==> src/rtl/alu_4bit.sv <==
// 4-bit accumulator-datapath ALU: one shared ripple adder serves add, subtract,
// multiply-step and divide-step; the sign/carry/zero flags are registered.
module alu_4bit (
    input  logic       alu_sub,
    input  logic       alu_div,
    input  logic [3:0] AH_in,
    input  logic [3:0] BREG_in,
    input  logic       alu_and,
    output logic [3:0] ALU_out,
    output logic       Fa_cout,
    input  logic       clk,
    input  logic       clr,
    input  logic       alu_add,
    input  logic       alu_mul,
    input  logic       al_lsb,
    output logic       sign_flag,
    output logic       carry_flag,
    output logic       zero_flag
);

    logic       sel_add;
    logic       sel_sub;
    logic       sel_mul;
    logic       sel_div;
    logic       sel_and;
    logic       any_sel;
    logic       inv;
    logic [3:0] b_eff;
    logic [3:0] sum;
    logic       sum_cout;

    logic       sign_reg;
    logic       carry_reg;
    logic       zero_reg;

    // One-hot decode so only the highest-priority select drives the result.
    assign sel_add = alu_add;
    assign sel_sub = ~alu_add & alu_sub;
    assign sel_mul = ~alu_add & ~alu_sub & alu_mul;
    assign sel_div = ~alu_add & ~alu_sub & ~alu_mul & alu_div;
    assign sel_and = ~alu_add & ~alu_sub & ~alu_mul & ~alu_div & alu_and;
    assign any_sel = alu_add | alu_sub | alu_mul | alu_div | alu_and;

    assign inv   = sel_sub | sel_div;
    assign b_eff = BREG_in ^ {4{inv}};

    // Ripple adder; for subtraction the carry-out is the "no borrow" indicator.
    always_comb begin
        logic c;
        sum = 4'b0000;
        c   = inv;
        for (int i = 0; i < 4; i++) begin
            sum[i] = AH_in[i] ^ b_eff[i] ^ c;
            c      = (AH_in[i] & b_eff[i]) | (c & (AH_in[i] ^ b_eff[i]));
        end
        sum_cout = c;
    end

    always_comb begin
        ALU_out = 4'b0000;
        Fa_cout = 1'b0;
        if (sel_add || sel_sub) begin
            ALU_out = sum;
            Fa_cout = sum_cout;
        end else if (sel_mul) begin
            ALU_out = al_lsb ? sum : AH_in;
            Fa_cout = al_lsb ? sum_cout : 1'b0;
        end else if (sel_div) begin
            // Restoring step: keep A when the trial subtraction borrows.
            ALU_out = sum_cout ? sum : AH_in;
            Fa_cout = sum_cout;
        end else if (sel_and) begin
            ALU_out = AH_in & BREG_in;
        end
    end

    always_ff @(posedge clk) begin
        if (clr) begin
            sign_reg  <= 1'b0;
            carry_reg <= 1'b0;
            zero_reg  <= 1'b0;
        end else if (any_sel) begin
            sign_reg  <= ALU_out[3];
            carry_reg <= Fa_cout;
            zero_reg  <= ~|ALU_out;
        end
    end

    assign sign_flag  = sign_reg;
    assign carry_flag = carry_reg;
    assign zero_flag  = zero_reg;

endmodule

==> config.mk <==
export PLATFORM = sky130hd
export DESIGN_NAME = alu_4bit
export DESIGN_NICKNAME = d
export VERILOG_FILES = /design/src/rtl/alu_4bit.sv
export SDC_FILE = /design/constraint.sdc
export NUM_CORES = 1
export LEC_CHECK = 0
export BUFFER_PORTS_ARGS = -buffer_cell sky130_fd_sc_hd__buf_2
export CAP_MARGIN = 20
export CORE_AREA = 4 4 41 43
export CTS_CLUSTER_SIZE = 14
export DETAILED_ROUTE_END_ITERATION = 16
export DIE_AREA = 0 0 45 47
export HOLD_SLACK_MARGIN = 0.1
export PLACE_DENSITY = 0.76
export REMOVE_ABC_BUFFERS = 1
export SETUP_SLACK_MARGIN = 0.02
export SYNTH_ARGS = -nofsm -noshare
export SYNTH_HDL_FRONTEND = slang
export SYNTH_SLANG_ARGS = --single-unit
==> constraint.sdc <==
create_clock -name clk -period 4.4 [get_ports clk]
set_input_delay 0.88 -clock clk [delete_from_list [all_inputs] [get_ports clk]]
set_output_delay 0.88 -clock clk [all_outputs]
set_load 0.03 [all_outputs]
==> results.yml <==
floorplanning:
  dieArea_um2: 2120
  die_w_um: 45
  core_um2: 1300
  die_h_um: 47
  row_count: 13
  initial_core_util_pct: 38.8
  ios: 24
layout:
  stdcell_count: 121
  regArea_um2: 60.1
  layout_common_cells: "buf_4 (21), buf_2 (20), nor2_1 (7)"
  n_fill_cell: 104
  diodes: 0
  layout-drive-gt1-share_pct: 62.3
  multiInputGateArea_um2: 468
  layout_commonest_cell: "buf_4"
  area_delta_synth_final_pct: 73.3
  fin_util_pct: 67.3
  design_area_um2: 876
  final_nets: 127
clock_tree:
  numClockSinks: 3
  cts_tree: "yes"
  cts_root_buffer: "clkbuf_4"
  cts.path.max_buffers: 2
  worstSkewPairLatency_ns: 0.24
  cts.clk_slew.worst_paths_ns: 0.04
  numCtsBuffers: 3
  h-tree-depth: 1
setup_path:
  r2r_slack_ns: 3.65
  path_class: "primary input to primary output"
  cp-end-kind: "primary output"
  start_kind: "primary input"
  path_max_fanout: 6
  critPathArrivalTime_ns: 3.40
  cp.required_ns: 3.52
global_route:
  grt_pass1_wl_um: 2990
  grt_start_max_net_pins: 11
  grt_usage_pct: 19.7
  grt_pass1_vias: 673
  antenna_found_initial: 0
  grt_overflow: 0
synthesis:
  netlist_instances: 61
  synth.avg_cell_area_um2: 8.29
  ys_dominant_reg_cell: "dfxtp_1"
  ys_async_sr_fraction_pct: 0
  yosysWarnings: 0
  yosysUniqueCellTypes: 33
  synth-edff-count: 0
  syn_area_um2: 505
  seq_area_frac_synth_pct: 11.9
  ys_ff_latch: 3
sta:
  layout_min_cycle_time_ns: 4.28
  period_share_pct: 97.3
  slew-limit-headroom_pct: 56.7
  rsz0062_at_grt: "false"
  finalHoldViolCount: 0
  skew_ns: 0
  finalSetupTns_ns: 0
  worst_slew_pin_slew_ns: 0.646
  slew_violations: 0
  setup_viol: 0
  max_freq_mhz: 234
  timing.hold.ws_ns: 0.493
detailed_routing:
  drc: 0
  routed_wl_um: 1810
  detail-route-antenna-nets: 0
  vias_per_cell: 5.53
  post_drt_wl_per_cell_um: 15.0
  vias: 669
  first_pass_iters: 4
  drt_iter0_drc: 16
power_and_ir_drop:
  max-vdd-ir-drop_uv: 230
  power.leakage_nw: 0.417
  power_density_nw_per_um2: 304
run:
  drv_cap: 0
place:
  port_buffers: 23
  hpwl_um: 1190
  dpl_cell_area_um2: 682
  numPlacedInstances: 104
  gp_congestion: 0.816
run_status:
  run_status: "completed"
min_path:
  hp-class: "register to register"
[Yosys cell counts, types with 2 or more instances]
cell	n	area share (%)
a211oi_1	2	3.0
a21oi_1	4	4.0
a221oi_1	2	3.5
buf_2	2	2.0
dfxtp_1	3	12
fa_1	3	12
inv_1	6	4.5
mux2_2	2	4.5
mux2i_1	2	4.0
nor2_1	7	5.2
nor3_1	3	3.0
o22ai_1	2	2.5
xnor2_1	3	5.2
[layer usage]
metal  wire length, um  track usage, %  vias to the layer above
li1                  -               -                      321
met1               689            23.8                      308
met2               929            35.0                       36
met3               151            5.36                        4
met4                39            4.09                        0
met5                 0               0                        -
[what timing repair did]
item / in CTS / in global routing
hold buffers: 0 / 0
buffers inserted: 13 / 0
endpoints found under the setup margin: 4 / 5
pin swaps: 8 / 5
resized for setup: 15 / 2
[worst paths after layout]
kind / start / end / cells past startpoint
setup / recovery: alu_mul / ALU_out[3] / 12
hold / removal: zero_flag$_SDFFE_PP0P_ / zero_flag$_SDFFE_PP0P_ / 1
hold reg to reg: zero_flag$_SDFFE_PP0P_ / zero_flag$_SDFFE_PP0P_ / 1
setup reg to reg: sign_flag$_SDFFE_PP0P_ / sign_flag$_SDFFE_PP0P_ / 2
[power breakdown]
group	switching (W)	leakage [nW]	internal [W]	total [W]
combinational	0.0000941	0.377	0.0000907	0.000185
clock	0.0000159	0.0150	0.0000341	0.0000500
sequential	0.00000141	0.0247	0.0000305	0.0000319
total	0.000111	0.417	0.000155	0.000267
[through the flow]
| step | setup slack, ns | total power, W |
|---|---|---|
| detailed placement | -0.343 | 0.000166 |
| global placement | -0.225 | 0.000163 |
| finish | 0.117 | 0.000267 |
| global route | 0.0313 | 0.000286 |
| CTS | 0.0182 | 0.000260 |
| floorplan | -0.0561 | 0.000119 |
[logic make-up after synthesis]
family	synth area share (%)
fa+ha+maj	14.4
mux	8.42
simple gates	23.3
buf+inv	6.44
xor+xnor	5.20
compound gates	30.4
flops	11.9
[sequential cells by signal, summed over array words and instances, names as in the netlist]
| register | flops |
|---|---|
| carry_flag | 1 |
| zero_flag | 1 |
| sign_flag | 1 |
[critical path: stages]
cell and delay, ns:
buf_2 0.11, nand2b_4 0.15, a21oi_4 0.22, mux2i_2 0.11, fa_2 0.35, fa_2 0.35
fa_2 0.41, buf_6 0.15, a22oi_2 0.17, o21bai_1 0.12, a21o_2 0.22, buf_4 0.16
[final cells by class]
cell class              count  share of cell area (%)
repair buffers             43                    32.0
well taps                  15                    2.14
flip-flops and latches      3                    6.86
multi-input cells          50                    53.4
clock buffers               4                    3.00
inverters                   6                    2.57
Power figures use the tool's default switching activity.
